[config.mk]
export PLATFORM = sky130hd
export DESIGN_NAME = phy_tx_lane_sched
export DESIGN_NICKNAME = d
export VERILOG_FILES = /design/src/rtl/phy_tx_lane_sched_pkg.sv /design/src/rtl/phy_tx_lane_fifo.sv /design/src/rtl/phy_tx_lane_sched.sv
export SDC_FILE = /design/constraint.sdc
export NUM_CORES = 1
export LEC_CHECK = 0
export ABC_AREA = 1
export CORE_MARGIN = 8
export CORE_UTILIZATION = 63
export DETAILED_ROUTE_END_ITERATION = 10
export PLACE_DENSITY = 0.85
export SLEW_MARGIN = 20
export SYNTH_ARGS = -nofsm -noshare
export SYNTH_HDL_FRONTEND = slang
export SYNTH_HIERARCHICAL = 1
export SYNTH_SLANG_ARGS = --single-unit
[constraint.sdc]
create_clock -name clk_4f -period 7.64 [get_ports clk_4f]
set_clock_uncertainty 0.2 [all_clocks]
set_input_delay 2.292 -clock clk_4f [delete_from_list [all_inputs] [get_ports clk_4f]]
set_output_delay 2.292 -clock clk_4f [all_outputs]
set_load 0.01 [all_outputs]
[src/rtl/phy_tx_lane_sched_pkg.sv]
// Shared definitions for the PHY TX lane scheduler and later PHY control blocks.
package phy_tx_lane_sched_pkg;

  localparam int unsigned LANES  = 4;
  localparam int unsigned LANE_W = 2;

  // Scheduler state encodings, fixed so other PHY control blocks can decode them.
  typedef enum logic [1:0] {
    ST_WAIT  = 2'd0,
    ST_RUN   = 2'd1,
    ST_FLUSH = 2'd2
  } state_t;

  // Round-robin pick: first requesting lane searching last+1 .. last+4 (mod LANES).
  // Returns {found, lane}.
  function automatic logic [LANE_W:0] rr_pick(input logic [LANE_W-1:0] last,
                                              input logic [LANES-1:0]  req);
    logic [LANE_W:0]   res;
    logic [LANE_W-1:0] idx;
    res = '0;
    // Walk from the farthest candidate back to the nearest so the nearest wins.
    for (int k = int'(LANES); k >= 1; k--) begin
      idx = last + LANE_W'(k);
      if (req[idx]) res = {1'b1, idx};
    end
    return res;
  endfunction

endpackage

[src/rtl/phy_tx_lane_fifo.sv]
// Per-lane byte FIFO: registered pointers/count, combinational head read.
module phy_tx_lane_fifo #(
  parameter int unsigned DATA_W     = 8,
  parameter int unsigned FIFO_DEPTH = 4,
  parameter int unsigned PTR_W      = 2
) (
  input  logic              clk_4f,
  input  logic              default_values,
  input  logic              clear,
  input  logic              wr_en,
  input  logic [DATA_W-1:0] wr_data,
  input  logic              rd_en,
  output logic [DATA_W-1:0] rd_data,
  output logic              full,
  output logic              empty
);

  localparam int unsigned CNT_W = PTR_W + 1;

  logic [DATA_W-1:0] r_mem [FIFO_DEPTH];
  logic [PTR_W-1:0]  r_wr_ptr;
  logic [PTR_W-1:0]  r_rd_ptr;
  logic [CNT_W-1:0]  r_count;
  logic              w_push;
  logic              w_pop;

  // Full/empty come from the registered count, before any same-cycle pop.
  assign full    = (r_count == CNT_W'(FIFO_DEPTH));
  assign empty   = (r_count == '0);
  assign w_push  = wr_en & ~full & default_values & ~clear;
  assign w_pop   = rd_en & ~empty & default_values & ~clear;
  assign rd_data = r_mem[r_rd_ptr];

  // Pointer and occupancy tracking; reset and clear both empty the FIFO.
  always_ff @(posedge clk_4f) begin
    if (!default_values || clear) begin
      r_wr_ptr <= '0;
      r_rd_ptr <= '0;
      r_count  <= '0;
    end else begin
      if (w_push) r_wr_ptr <= r_wr_ptr + PTR_W'(1);
      if (w_pop)  r_rd_ptr <= r_rd_ptr + PTR_W'(1);
      case ({w_push, w_pop})
        2'b10:   r_count <= r_count + CNT_W'(1);
        2'b01:   r_count <= r_count - CNT_W'(1);
        default: r_count <= r_count;
      endcase
    end
  end

  // Byte storage; contents are don't-care while the count says empty.
  always_ff @(posedge clk_4f) begin
    if (w_push) r_mem[r_wr_ptr] <= wr_data;
  end

endmodule

[src/rtl/phy_tx_lane_sched.sv]
// Four-lane TX scheduler: per-lane FIFOs, round-robin onto one byte-wide
// serializer input, gated by link-active; flush discards everything queued.
module phy_tx_lane_sched
  import phy_tx_lane_sched_pkg::*;
#(
  parameter int unsigned DATA_W     = 8,
  parameter int unsigned FIFO_DEPTH = 4,
  parameter int unsigned PTR_W      = 2
) (
  input  logic              clk_4f,
  input  logic              default_values,
  input  logic              active,
  input  logic              flush,
  input  logic [DATA_W-1:0] in_data0,
  input  logic [DATA_W-1:0] in_data1,
  input  logic [DATA_W-1:0] in_data2,
  input  logic [DATA_W-1:0] in_data3,
  input  logic              in_valid0,
  input  logic              in_valid1,
  input  logic              in_valid2,
  input  logic              in_valid3,
  output logic              in_ready0,
  output logic              in_ready1,
  output logic              in_ready2,
  output logic              in_ready3,
  output logic [DATA_W-1:0] data_out,
  output logic              valid_out,
  output logic [1:0]        lane_id,
  output logic [3:0]        fifo_empty
);

  state_t            r_state;
  state_t            w_state_nxt;
  logic [LANE_W-1:0] r_last_grant;

  logic [DATA_W-1:0] w_wr_data [LANES];
  logic [DATA_W-1:0] w_head    [LANES];
  logic [LANES-1:0]  w_valid;
  logic [LANES-1:0]  w_ready;
  logic [LANES-1:0]  w_full;
  logic [LANES-1:0]  w_empty;
  logic [LANES-1:0]  w_wr_en;
  logic [LANES-1:0]  w_rd_en;
  logic              w_clear;
  logic              w_arb_en;
  logic              w_pick_vld;
  logic [LANE_W-1:0] w_pick;
  logic              w_grant;

  assign w_wr_data[0] = in_data0;
  assign w_wr_data[1] = in_data1;
  assign w_wr_data[2] = in_data2;
  assign w_wr_data[3] = in_data3;
  assign w_valid      = {in_valid3, in_valid2, in_valid1, in_valid0};

  // FIFOs are wiped on every edge spent in FLUSH; writes are refused meanwhile.
  assign w_clear = (r_state == ST_FLUSH);
  assign w_ready = {LANES{default_values & ~w_clear}} & ~w_full;
  assign w_wr_en = w_valid & w_ready;

  assign in_ready0  = w_ready[0];
  assign in_ready1  = w_ready[1];
  assign in_ready2  = w_ready[2];
  assign in_ready3  = w_ready[3];
  assign fifo_empty = w_empty;

  // Arbitration only while running with the link up; active low blocks the pop.
  assign w_arb_en               = (r_state == ST_RUN) & active;
  assign {w_pick_vld, w_pick}   = rr_pick(r_last_grant, ~w_empty);
  assign w_grant                = w_arb_en & w_pick_vld;

  // One-hot pop of the granted lane.
  always_comb begin
    w_rd_en = '0;
    if (w_grant) w_rd_en[w_pick] = 1'b1;
  end

  for (genvar g = 0; g < int'(LANES); g++) begin : g_lane
    phy_tx_lane_fifo #(
      .DATA_W    (DATA_W),
      .FIFO_DEPTH(FIFO_DEPTH),
      .PTR_W     (PTR_W)
    ) u_fifo (
      .clk_4f        (clk_4f),
      .default_values(default_values),
      .clear         (w_clear),
      .wr_en         (w_wr_en[g]),
      .wr_data       (w_wr_data[g]),
      .rd_en         (w_rd_en[g]),
      .rd_data       (w_head[g]),
      .full          (w_full[g]),
      .empty         (w_empty[g])
    );
  end

  // State register.
  always_ff @(posedge clk_4f) begin
    if (!default_values) r_state <= ST_WAIT;
    else                 r_state <= w_state_nxt;
  end

  // Next state: flush overrides everything, otherwise follow link-active.
  always_comb begin
    w_state_nxt = r_state;
    if (flush) begin
      w_state_nxt = ST_FLUSH;
    end else begin
      case (r_state)
        ST_WAIT:  if (active)  w_state_nxt = ST_RUN;
        ST_RUN:   if (!active) w_state_nxt = ST_WAIT;
        ST_FLUSH: w_state_nxt = ST_WAIT;
        default:  w_state_nxt = ST_WAIT;
      endcase
    end
  end

  // Output registers and round-robin pointer; last_grant=3 puts lane 0 first.
  always_ff @(posedge clk_4f) begin
    if (!default_values) begin
      data_out     <= '0;
      valid_out    <= 1'b0;
      lane_id      <= '0;
      r_last_grant <= LANE_W'(LANES - 1);
    end else if (w_grant) begin
      data_out     <= w_head[w_pick];
      valid_out    <= 1'b1;
      lane_id      <= w_pick;
      r_last_grant <= w_pick;
    end else begin
      valid_out    <= 1'b0;
    end
  end

endmodule

==> results.sh <==
export IMPL_post_synth_most_frequent_cells="nor2_1, edfxtp_1, inv_1"
export IMPL_final_max_slew_viol_count=0
export IMPL_share_of_the_synthesized_area_in_compound_gates_ao_oa_aoi_oai=0.0981
export IMPL_min_period_over_period=0.848
export IMPL_viasPerCell=5.63
export IMPL_postSynthAreaPerCell_um2=10.0
export IMPL_grt_antenna_before_repair=0
export IMPL_io_pins=59
export IMPL_largest_buffer_count_on_any_clock_path=2
export IMPL_crit_chain="clkdlybuf4s50_1, o21ai_2, nor2_1, clkdlybuf4s50_1"
export IMPL_floorplan_rows=41
export IMPL_synth_yosys_warnings=6
export IMPL_yosys_cell_count_top_type="nor2_1"
export IMPL_cts_repair_timing_setup_buffer_count=0
export IMPL_floorplan_initialDensity=0.645
export IMPL_setup_worst_path_class="primary input to output pin"
export IMPL_detailed_place_hpwl_um=12500
export IMPL_cts_stage_hold_buffer_count=0
export IMPL_fin_total_pwr_mw=2.01
export IMPL_final_period_minus_worst_setup_slack_ps=6480
export IMPL_post_drt_wl_per_cell_um=17.1
export IMPL_fin_hold_ws_ps=296
export IMPL_core_area_mm2=0.0126
export IMPL_ys_async_sr_fraction=0
export IMPL_critPathMostFrequentCell="clkdlybuf4s50_1"
export IMPL_synth_fp_nets=872
export IMPL_synth_lib_cells_used_distinct=32
export IMPL_cts_tree="built"
export IMPL_gr_usage_all_layers=0.224
export IMPL_run_status="complete, no violations"
export IMPL_antennaDiodeCount=0
export IMPL_gp_congestion=0.814
export IMPL_min_path_type="flip-flop to flip-flop"
export IMPL_multiInputGateArea_mm2=0.00263
export IMPL_cts_htree_levels=4
export IMPL_regToRegStartpoint="g_lane[0].u_fifo/r_count[1]"
export IMPL_worst_slew_margin_rel=0.444
export IMPL_critical_path_reg2reg_endpoint="g_lane[2].u_fifo/r_count[2]"
export IMPL_crit_arrival_ps=3980
export IMPL_postSynth_topFlopCell="edfxtp_1"
export IMPL_via_count=5950
export IMPL_post_synth_main_area_contributors="edfxtp_1, dfxtp_1, nor2_1"
export IMPL_worst_ep_required_time_ps=5150
export IMPL_worstHoldStart="lane_id[0]"
export IMPL_timing_hold_worst_path_depth=2
export IMPL_grt_max_degree=20
export IMPL_worst_pin_slew_ps=831
export IMPL_grt_setup_unrepaired="false"
export IMPL_synth_mux_area_frac=0
export IMPL_power_per_cell_area_mw_per_mm2=215
export IMPL_critPathMaxStageDelay_ps=650
export IMPL_crit_fanout=9
export IMPL_start_kind="primary input"
export IMPL_drive_gt1_frac=0.116
export IMPL_grt_pass1_wl_um=28900
export IMPL_met3_usage=0.0497
export IMPL_die_width_um=129
export IMPL_finalHoldViolations=0
export IMPL_irDropWorstVdd_mv=0.194
export IMPL_synth_seq_cells=179
export IMPL_flow_area_growth_from_synthesis_pct=15.1
export IMPL_clk_pin_slew_ps=60
export IMPL_yosys_area_share_simple=0.185
export IMPL_total_grt_overflow=0
export IMPL_layout_nets=937
export IMPL_groute_layer_met2_usage=0.400
export IMPL_die_span_y_um=129
export IMPL_synth_xor_area_frac=0
export IMPL_sequential_to_total_area_share_from_yosys_stat=0.600
export IMPL_total_leakage_power_nw=3.67
export IMPL_drtIter0Drc=564
export IMPL_place_worst_setup_slack_ps=924
export IMPL_timing_final_ws_setup_ps=1160
export IMPL_clk_latency_ps=420
export IMPL_yosys_area_share_adder=0.0408
export IMPL_synth_edf_count=128
export IMPL_max_cap_viol_count=0
export IMPL_drc=0
export IMPL_main_combinational_cell_family_by_area_after_synthesis="simple AND/OR/NAND/NOR gates"
export IMPL_clk_root_buffer_cell="clkbuf_16"
export IMPL_area_of_the_die_mm2=0.0167
export IMPL_reg2reg_setup_slack_ps=3980
export IMPL_sequential_cell_area_mm2=0.00486
export IMPL_detailedRoute_firstPassIterationCount=5
export IMPL_finalSetupViolCount=0
export IMPL_cts_buffers=17
export IMPL_post_cts_resized=0
export IMPL_fmaxAchievable_ghz=0.154
export IMPL_critical_path_endpoint_type="output pin"
export IMPL_io_buffer_count=58
export IMPL_synth_top_area_share=0.474
export IMPL_filler_cell_count=845
export IMPL_postSynthCellCount=808
export IMPL_timing_setup_tns_ps=0
export IMPL_critPathSlowestCell="clkdlybuf4s50_1"
export IMPL_antenna_left=0
export IMPL_netlist_top_cell_by_area="edfxtp_1"
export IMPL_hold_path_endpoint="lane_id[0]"
export IMPL_grt_pass1_vias=6036
export IMPL_synth_cell_area_mm2=0.00810
export IMPL_numClockSinks=179
export IMPL_routed_wl_um=18100
export IMPL_worst_r2r_cell_count=28
export IMPL_top_usage_layer="met2"
export IMPL_use_met1=0.253
## where the power goes
| part | internal [mW] | switching (mW) |
|---|---|---|
| clock network | 0.481 | 0.343 |
| logic | 0.0491 | 0.0784 |
| registers | 1.05 | 0.00555 |
| total | 1.58 | 0.427 |
## cells by family after synthesis
| logic type | Yosys count |
|---|---|
| buffers and inverters | 135 |
| AO/OA/AOI/OAI | 137 |
| flip-flops | 179 |
| AND/OR/NAND/NOR | 333 |
| adder cells (fa/ha/maj) | 24 |
## how the worst max path moves through the flow
| stage | end | from | slack (ps) |
|---|---|---|---|
| floorplan | in_ready0 | default_values | 2510 |
| detailed placement | in_ready0 | default_values | 920 |
| global route | in_ready1 | default_values | 1130 |
| finish | in_ready0 | default_values | 1160 |
| CTS | in_ready0 | default_values | 920 |
| global placement | in_ready1 | default_values | 1040 |
## placed cells by master, fill, tap and decap left out, types with 3 or more instances in the layout
master and n:
o21ai_2 13, clkdlybuf4s50_1 58, a21oi_2 5, inv_2 13, edfxtp_1 128, o21ai_1 4, dfxtp_1 51, nand2_2 26
a21oi_1 21, clkinv_4 3, clkbuf_16 17, nor3b_1 4, nor2_2 4, inv_1 107, o22ai_1 32, nand2_4 5
nand3_1 43, fa_1 4, inv_6 3, ha_1 20, nand2_1 100, nor2_1 144, o21ai_0 60, clkinv_2 3
## worst max-delay path, delay by kind of cell
kind | cells | cell delay [ps]
buf+inv | 2 | 1210
simple gates | 1 | 180
compound gates | 1 | 290
## state kept, by name (all words and copies together) (netlist names), 2 cells and up, named ones only
signal and count:
data_out 8, g_lane.u_fifo/r_mem 128, lane_id 2, r_state 2, g_lane.u_fifo/r_rd_ptr 8, g_lane.u_fifo/r_wr_ptr 8
r_last_grant 2, g_lane.u_fifo/r_count 12
## metal layers
layer	wire length, um	share of wire
met1	6980	0.39
met2	9520	0.53
met3	1120	0.062
met5	0	0
met4	428	0.024
## through the flow
step,utilization,instance area (um2),std cells
floorplan,-,8100,808
global placement,0.697,8760,1026
detailed placement,0.697,8760,1026
CTS,0.742,9320,1057
global route,0.742,9330,1057
finish,0.742,9330,1057
## area by class of cell
type	instances	share of cell area
Clock buffer	19	0.0464
Clock inverter	12	0.0142
Inverter	123	0.0509
Multi-Input combinational cell	494	0.281
Sequential cell	179	0.522
Tap cell	172	0.0231
Timing Repair Buffer	58	0.0623
No activity file was read; power rests on OpenSTA's default activity.
